## config.mk

```make
export PLATFORM = sky130hd
export DESIGN_NAME = exec_wb_stage
export DESIGN_NICKNAME = d
export VERILOG_FILES = /design/src/rtl/exec_wb_stage.sv
export SDC_FILE = /design/constraint.sdc
export NUM_CORES = 1
export LEC_CHECK = 0
export ABC_AREA = 0
export CAP_MARGIN = 0
export CORE_MARGIN = 2
export CORE_UTILIZATION = 51
export CTS_CLUSTER_DIAMETER = 40
export CTS_CLUSTER_SIZE = 12
export DETAILED_ROUTE_END_ITERATION = 8
export PLACE_DENSITY = 0.78
export SLEW_MARGIN = 20
export SYNTH_ARGS = -nofsm -noshare
export SYNTH_HDL_FRONTEND = slang
export SYNTH_SLANG_ARGS = --single-unit
```

## constraint.sdc

```tcl
create_clock -name clk -period 4.5 [get_ports clk]
set_input_delay 0.9 -clock clk [delete_from_list [all_inputs] [get_ports clk]]
set_output_delay 0.9 -clock clk [all_outputs]
set_load 0.005 [all_outputs]
```

## src/rtl/exec_wb_stage.sv

```systemverilog
// Execute/write-back stage of the tiny RV core.
// Takes a decoded op and its register-file operands. Computes the ALU result and drives the
// register-file write port. Shifts run iteratively, SHIFT_STEP bit positions per cycle.
// A one-entry bypass forwards the write-back result to an op accepted in the write-back cycle.
// Ports:
//   clk, rst                    clock and synchronous active-high reset
//   in_valid / in_ready         upstream handshake
//   op, rs1_idx, rs2_idx,       decoded op, source indices (for bypass), operand values,
//   rs1_val, rs2_val, imm,      sign-extended immediate, B-operand select,
//   use_imm, rd                 and destination index
//   rf_we, rf_wa, rf_wd         register-file write port
//   busy                        iterative shift in progress
//   err                         one-cycle pulse when an illegal op retires
module exec_wb_stage #(
  parameter int unsigned XLEN       = 32,
  parameter int unsigned SHIFT_STEP = 1
) (
  input  logic            clk,
  input  logic            rst,
  input  logic            in_valid,
  output logic            in_ready,
  input  logic [3:0]      op,
  input  logic [2:0]      rs1_idx,
  input  logic [2:0]      rs2_idx,
  input  logic [XLEN-1:0] rs1_val,
  input  logic [XLEN-1:0] rs2_val,
  input  logic [XLEN-1:0] imm,
  input  logic            use_imm,
  input  logic [2:0]      rd,
  output logic            rf_we,
  output logic [2:0]      rf_wa,
  output logic [XLEN-1:0] rf_wd,
  output logic            busy,
  output logic            err
);

  localparam logic [1:0] StIdle  = 2'd0;
  localparam logic [1:0] StShift = 2'd1;
  localparam logic [1:0] StWb    = 2'd2;

  localparam logic [4:0] StepAmt = 5'(SHIFT_STEP);

  logic [1:0]      state_q, state_d;
  logic [3:0]      op_q, op_d;
  logic [2:0]      rd_q, rd_d;
  logic [XLEN-1:0] res_q, res_d;   // WB result; also the shift accumulator in StShift
  logic [4:0]      cnt_q, cnt_d;   // remaining shift amount

  logic            legal_q, byp_ok, accept, is_shift;
  logic [XLEN-1:0] opa, rs2_fwd, opb, alu_res, shift_res;
  logic [4:0]      shamt, step;

  assign legal_q  = (op_q <= 4'd10);
  assign in_ready = !rst && (state_q == StIdle || state_q == StWb);
  assign accept   = in_valid && in_ready;

  // The register file only commits at the end of the WB cycle, so its read data is stale.
  assign byp_ok  = (state_q == StWb) && (rd_q != 3'd0) && legal_q;
  assign opa     = (byp_ok && rs1_idx == rd_q) ? res_q : rs1_val;
  assign rs2_fwd = (byp_ok && rs2_idx == rd_q) ? res_q : rs2_val;
  assign opb     = use_imm ? imm : rs2_fwd;

  assign shamt    = opb[4:0];
  assign is_shift = (op == 4'd7) || (op == 4'd8) || (op == 4'd9);

  always_comb begin
    alu_res = '0;
    case (op)
      4'd0:    alu_res = opa + opb;
      4'd1:    alu_res = opa - opb;
      4'd2:    alu_res = opa & opb;
      4'd3:    alu_res = opa | opb;
      4'd4:    alu_res = opa ^ opb;
      4'd5:    alu_res = {{(XLEN-1){1'b0}}, ($signed(opa) < $signed(opb))};
      4'd6:    alu_res = {{(XLEN-1){1'b0}}, (opa < opb)};
      // Only a zero shift amount reaches here; non-zero shifts iterate in StShift.
      4'd7, 4'd8, 4'd9: alu_res = opa;
      4'd10:   alu_res = opb;
      default: alu_res = '0;
    endcase
  end

  assign step = (cnt_q < StepAmt) ? cnt_q : StepAmt;

  always_comb begin
    shift_res = res_q;
    case (op_q)
      4'd7:    shift_res = res_q << step;
      4'd8:    shift_res = res_q >> step;
      // The top bit never changes under >>>, so it keeps the captured sign.
      default: shift_res = $signed(res_q) >>> step;
    endcase
  end

  always_comb begin
    state_d = state_q;
    op_d    = op_q;
    rd_d    = rd_q;
    res_d   = res_q;
    cnt_d   = cnt_q;
    case (state_q)
      StShift: begin
        res_d = shift_res;
        cnt_d = cnt_q - step;
        if (cnt_q == step) state_d = StWb;
      end
      default: state_d = StIdle;
    endcase
    if (accept) begin
      op_d  = op;
      rd_d  = rd;
      cnt_d = shamt;
      if (is_shift && shamt != 5'd0) begin
        state_d = StShift;
        res_d   = opa;
      end else begin
        state_d = StWb;
        res_d   = alu_res;
      end
    end
  end

  always_ff @(posedge clk) begin
    if (rst) begin
      state_q <= StIdle;
      op_q    <= 4'd0;
      rd_q    <= 3'd0;
      res_q   <= '0;
      cnt_q   <= 5'd0;
    end else begin
      state_q <= state_d;
      op_q    <= op_d;
      rd_q    <= rd_d;
      res_q   <= res_d;
      cnt_q   <= cnt_d;
    end
  end

  assign rf_we = (state_q == StWb) && legal_q && (rd_q != 3'd0);
  assign err   = (state_q == StWb) && !legal_q;
  assign busy  = (state_q == StShift);
  assign rf_wa = rd_q;
  assign rf_wd = res_q;

endmodule

```

# After elaboration in Yosys (flattened, before gate mapping)
# Index checks and enable logic that the tools add are counted.
# totals
regBits	46
in_bits	113
output_inout_bits	39
elab_cells	72
# classes
addsub	3
order_cmp	4
n_eq_ne	18
n_shift	3
mux	15
bitwise	3
n_reduce_logical	21
# op_table
cell	count
$pmux W32 S9	1
$mux W32	6
$lt A32 B32 Y1	2
$pmux W32 S2	1
$add A32 B32 Y32	1
$and A32 B32 Y32	1
$or A32 B32 Y32	1
$shl A32 B5 Y32	1
$shr A32 B5 Y32	1
$sshr A32 B5 Y32	1
$sub A32 B32 Y32	1
$xor A32 B32 Y32	1
$eq A4 B3 Y1 const B	5
$eq A4 B4 Y1 const B	4
$mux W5	3
$logic_and A1 B1 Y1	10
$eq A4 B2 Y1 const B	2
$mux W2	4
$eq A3 B3 Y1	2
$eq A5 B5 Y1	1
$lt A5 B1 Y1 const B	1
$reduce_bool A5 Y1	1
$sub A5 B5 Y5	1
$eq A4 B1 Y1 const B	1
11 further kinds	14

# Longest topological paths before layout
# logic_depth
word_depth	10
mapped_depth	23
mapped_depth_nobuf	20

# Worst setup path before layout
# No wires, ideal clock.
# synth_timing
kind	in2reg
from	input port rs2_idx[2]
to	register res_q[23] (netlist: rf_wd[23])
setup_ns	0.132
arrival_ns	4.476
required_ns	4.368
path_slack_ns	-0.108
cell_stages	19
n_path_buf	3
cell_sequence	xnor2_1 > and3_1 > buf_4 > nand2_4 > buf_4 > mux2i_1 > o21ai_0 > ha_1 > buf_2 > or3_4 > nand2b_4 > a2111oi_4 > o21ai_4 > a31oi_1 > o22a_1 > mux2i_1 > nand3_1 > a221oi_1 > nor3_1
# synth_via
elab_chain_cells	8
# synth_lines
item	line	source
from (decl)	24	input logic [2:0] rs2_idx,
$eq A3 B3 Y1 (*)	60	assign rs2_fwd = (byp_ok && rs2_idx == rd_q) ? res_q : rs2_val;
$logic_and A1 B1 Y1 (*)	60	
$mux W32 (*)	60	
$mux W32 (*)	61	assign opb = use_imm ? imm : rs2_fwd;
$sub A32 B32 Y32 (tied with other cells)	70	4'd1: alu_res = opa - opb;
$pmux W32 S9 / $logic_and A1 B1 Y1 (equally long branches)	68, 113	
$mux W32 (*)	113	if (is_shift && shamt != 5'd0) begin
$mux W32 (*)	109	if (accept) begin
to (signal assigned)	134	res_q <= res_d;
to (decl)	46	logic [XLEN-1:0] res_q, res_d;
# Mark *: on every way between the ends. The rest lies on a longest branch, timed or not.
# A chain may end at the register's enable or synchronous reset.

# Final worst setup path
# layout_timing
from	register op_q[1]
to	register res_q[26] (netlist: rf_wd[26])
# layout_via
elab_chain_cells	9
# layout_lines
item	line	source
from (decl)	44	logic [3:0] op_q, op_d;
from (signal assigned)	132	op_q <= op_d;
$le A4 B4 Y1	53	assign legal_q = (op_q <= 4'd10);
$logic_and A1 B1 Y1	58	assign byp_ok = (state_q == StWb) && (rd_q != 3'd0) && legal_q;
$logic_and A1 B1 Y1	60	
$mux W32	60	
$mux W32	61	
$sub A32 B32 Y32 (tied with other cells)	70	
$pmux W32 S9 / $logic_and A1 B1 Y1 (equally long branches)	68, 113	
$mux W32	113	
$mux W32 (*)	109	
# Mark *: on every way between the ends. The rest lies on a longest branch, timed or not. The select of a mux whose other input is x is not followed.

==> flow_metrics.tcl <==
set metrics [dict create \
    status "completed" \
    post_dp_cell_area_sq_um 13000 \
    hold_violations 0 \
    hold_end "op_q[2]" \
    n_fill_cell 1345 \
    syn_avg_cell_area_sq_um 6.88 \
    cts_sinks 46 \
    holdWs_ps 516 \
    relSlewSlack_pct 37.3 \
    clk_latency_ps 330 \
    crit_buf_inv 4 \
    synth_top_area_share_pct 13.1 \
    antenna_found_initial 0 \
    ys_ff_latch 46 \
    htree_levels 2 \
    crit_path_max_incr_delay_ps 410 \
    dp_cells 1940 \
    die_h_um 139 \
    ys_seq_area_share_pct 9.90 \
    dieArea_sq_um 19300 \
    core-area_sq_um 17900 \
    start_util_pct 51.9 \
    hold_start "op_q[2]" \
    portBuffers 151 \
    yosys.area_share.simple_pct 19.8 \
    gp_congestion 1.04 \
    syn-num-nets 1564 \
    setup_violations 0 \
    reg2reg_from "op_q[1]" \
    synth_top_family_by_area "compound AO/OA/AOI/OAI gates" \
    hold_class "flip-flop to flip-flop" \
    synth_cell_types 91 \
    cp.required_ps 4690 \
    grt_usage_pct 42.9 \
    clk_path_buf_depth 2 \
    async_flop_share_pct 0 \
    rows 49 \
    crit_path_start "op_q[1]" \
    muxShareOfSynthArea_pct 8.48 \
    synthTopCellsByArea "ha_1 (13%), dfxtp_1 (9.9%), a21oi_1 (8.0%), mux2i_1 (7.0%), nor2_1 (5.9%)" \
    syn_area_sq_um 9300 \
    layoutNonFillerInstCount 1965 \
    ys.flop_type "dfxtp_1" \
    drtIter0Drc 1468 \
    synth_area_leader_cell "ha_1" \
    rr_worst_depth 20 \
    rrSetupSlack_ps 60 \
    root_buffer "clkbuf_16" \
    cap_violations 0 \
    grt_pass1_vias 12100 \
    avgViaCountPerCell 6.50 \
    fin_nets 1947 \
    pwr_density_cell_nw_per_um2 206 \
    peakVddDrop_mv 0.162 \
    post-route-drc-count 0 \
    clkTransAtPathRegs_ps 90 \
    hpwl_um 31800 \
    cpMaxStageDelayCell "a2111oi_4" \
    ys.warnings.count 0 \
    ios 152 \
    max_slew.worst_pin.slew_ps 938 \
    start_kind "flip-flop" \
    slew_violations 0 \
    p_total_uw 2860 \
    synth_compound_area_share_pct 36.1 \
    grt_overflow_total 0 \
    synthCells 1352 \
    path_cells "a21o_1 -> a211o_1 -> inv_4 -> nand4_4 -> buf_6 -> a21oi_4 -> buf_6 -> ha_4 -> inv_2 -> fa_2 -> a21o_1 -> a2111oi_4 -> o31ai_4 -> a221oi_4 -> and4b_4 -> o21ai_2 -> a21oi_2 -> xnor2_1 -> a221oi_1 -> o22ai_1" \
    synth_fa_ha_area_share_pct 13.5 \
    r2r-end "rf_wd[26]" \
    drive_gt1_share_pct 27.8 \
    whs_path_depth 2 \
    final_cell_area_sq_um 13900 \
    numCtsBuffers 5 \
    synth-edff-count 0 \
    leakagePower_uw 0.00629 \
    skew_ps 9.79 \
    period_share_pct 98.7 \
    wire_per_inst_um 22.7 \
    cp.arrival_ps 4630 \
    diodes 0 \
    cts_tree "yes" \
    grt_pass1_wl_um 66600 \
    routed_wl_um 44700 \
    grt_max_degree 45 \
    end_kind "flip-flop" \
    syn_to_final_growth_pct 49.7 \
    dr.pass1.iters 8 \
    num_vias 12800 \
    clock.fmax_mhz 225 \
    ant_nets 0 \
    path_delay_family "compound AO/OA/AOI/OAI gates" \
    dieWidth_um 139 \
    critPathMaxFanout 4 \
    post-route-min-period_ps 4440 \
    synth-xor-area-share_pct 3.01 \
    crit_type "flip-flop to flip-flop" \
]
==> flip-flops by register name, indices dropped and copies added (netlist names) <==
| register | cells |
|---|---|
| rf_wd | 32 |
| cnt_q | 5 |
| op_q | 4 |
| rf_wa | 3 |
| state_q | 2 |
==> cells in the final DEF, fill, tap and decap left out, types with 7 or more instances in the layout <==
cell and n:
o21bai_1 13, a211oi_1 11, nor4_1 10, nor3_1 27, mux2i_1 60, xnor2_1 23, nand3_1 27, nand2_1 92
nand2b_1 25, o21ai_0 81, o21ai_2 8, o21ai_1 24, a221oi_1 29, dfxtp_1 43, ha_1 81, a21o_1 11
and3_1 7, a21oi_1 131, mux2_2 7, o211ai_1 10, ha_4 13, a22oi_1 18, inv_1 101, a21oi_2 18
clkdlybuf4s50_1 143, o22ai_1 20, nor2_1 144, inv_2 8, o221ai_1 38, buf_4 313
==> how the worst max path moves through the flow <==
stage / endpoint / cells after the start / slack [ps]
floorplan: rf_wd[23] / 19 / -7
global placement: rf_wd[18] / 19 / -610
detailed placement: rf_wd[29] / 20 / -750
CTS: rf_wd[16] / 19 / -9
global route: rf_wd[25] / 20 / -60
finish: rf_wd[26] / 20 / 60
==> cell type report <==
type	instances	area [sq um]	area share, %
inverters	112	425	3.06
flip-flops and latches	46	925	6.64
clock inverters	3	43.8	0.315
repair buffers	474	4000	28.7
well taps	229	287	2.06
multi-input cells	1096	8110	58.3
clock buffers	5	125	0.899
==> kinds of logic (layout without fill, tap and decap cells) <==
logic type,count (synthesis),count (layout)
AOI/OAI and AO/OA,499,499
xor gates and xnor gates,32,32
adders and majority gates,99,99
buffers and inverters,210,594
DFF,46,46
muxes,76,76
and+or+nand+nor,390,390
==> worst reg2reg max path, delay by kind of cell (launching register included) <==
family,cells,cell delay (ps)
flip-flops,1,360
adder cells (fa/ha/maj),2,480
XOR/XNOR,1,130
AND/OR/NAND/NOR,2,480
buffers and inverters,4,460
AO/OA/AOI/OAI,11,2400
==> metrics by stage <==
| stage | util [%] | setup TNS [ps] | worst slack (ps) |
|---|---|---|---|
| 6_report | 77.7 | 0 | 59.0 |
| 5_1_grt | 77.7 | -154 | -64.3 |
| 4_1_cts | 75.9 | -8.86 | -8.86 |
| 3_5_place_dp | 72.7 | -14380 | -752 |
| 3_3_place_gp | 72.7 | -10610 | -612 |
| 2_1_floorplan | - | -6.73 | -6.73 |
==> cells in the mapped netlist, types with 16 or more instances <==
master	instances
a21oi_1	148
a22oi_1	18
nor2_1	146
inv_1	108
o21ai_1	16
nand3_1	30
mux2i_1	65
nand2b_1	25
clkbuf_1	68
nand2_1	93
o22ai_1	20
xnor2_1	29
a221oi_1	33
nor3_1	30
o21ai_0	96
ha_1	97
dfxtp_1	46
o221ai_1	40
==> where the power goes <==
group / leakage (uW) / internal (uW) / switching, uW
Sequential: 0.000380 / 446 / 75.0
Combinational: 0.00583 / 865 / 968
Clock: 0.0000842 / 266 / 242
Total: 0.00629 / 1580 / 1280
==> repair_timing <==
action,4_1_cts,5_1_grt
setup endpoints to repair,21,21
pin swaps,20,40
gates cloned,1,0
setup buffers,4,12
hold buffers,0,0
resized for setup,71,75
==> layer usage <==
metal  share of wire, %  vias up  track usage [%]
met1                 39     5894             56.2
met3                 12      232             8.29
met2                 43      936             66.9
met5                  0        -                0
li1                   -     5713                -
met4                6.2        0             22.3
(Power assumes the default switching activity.)
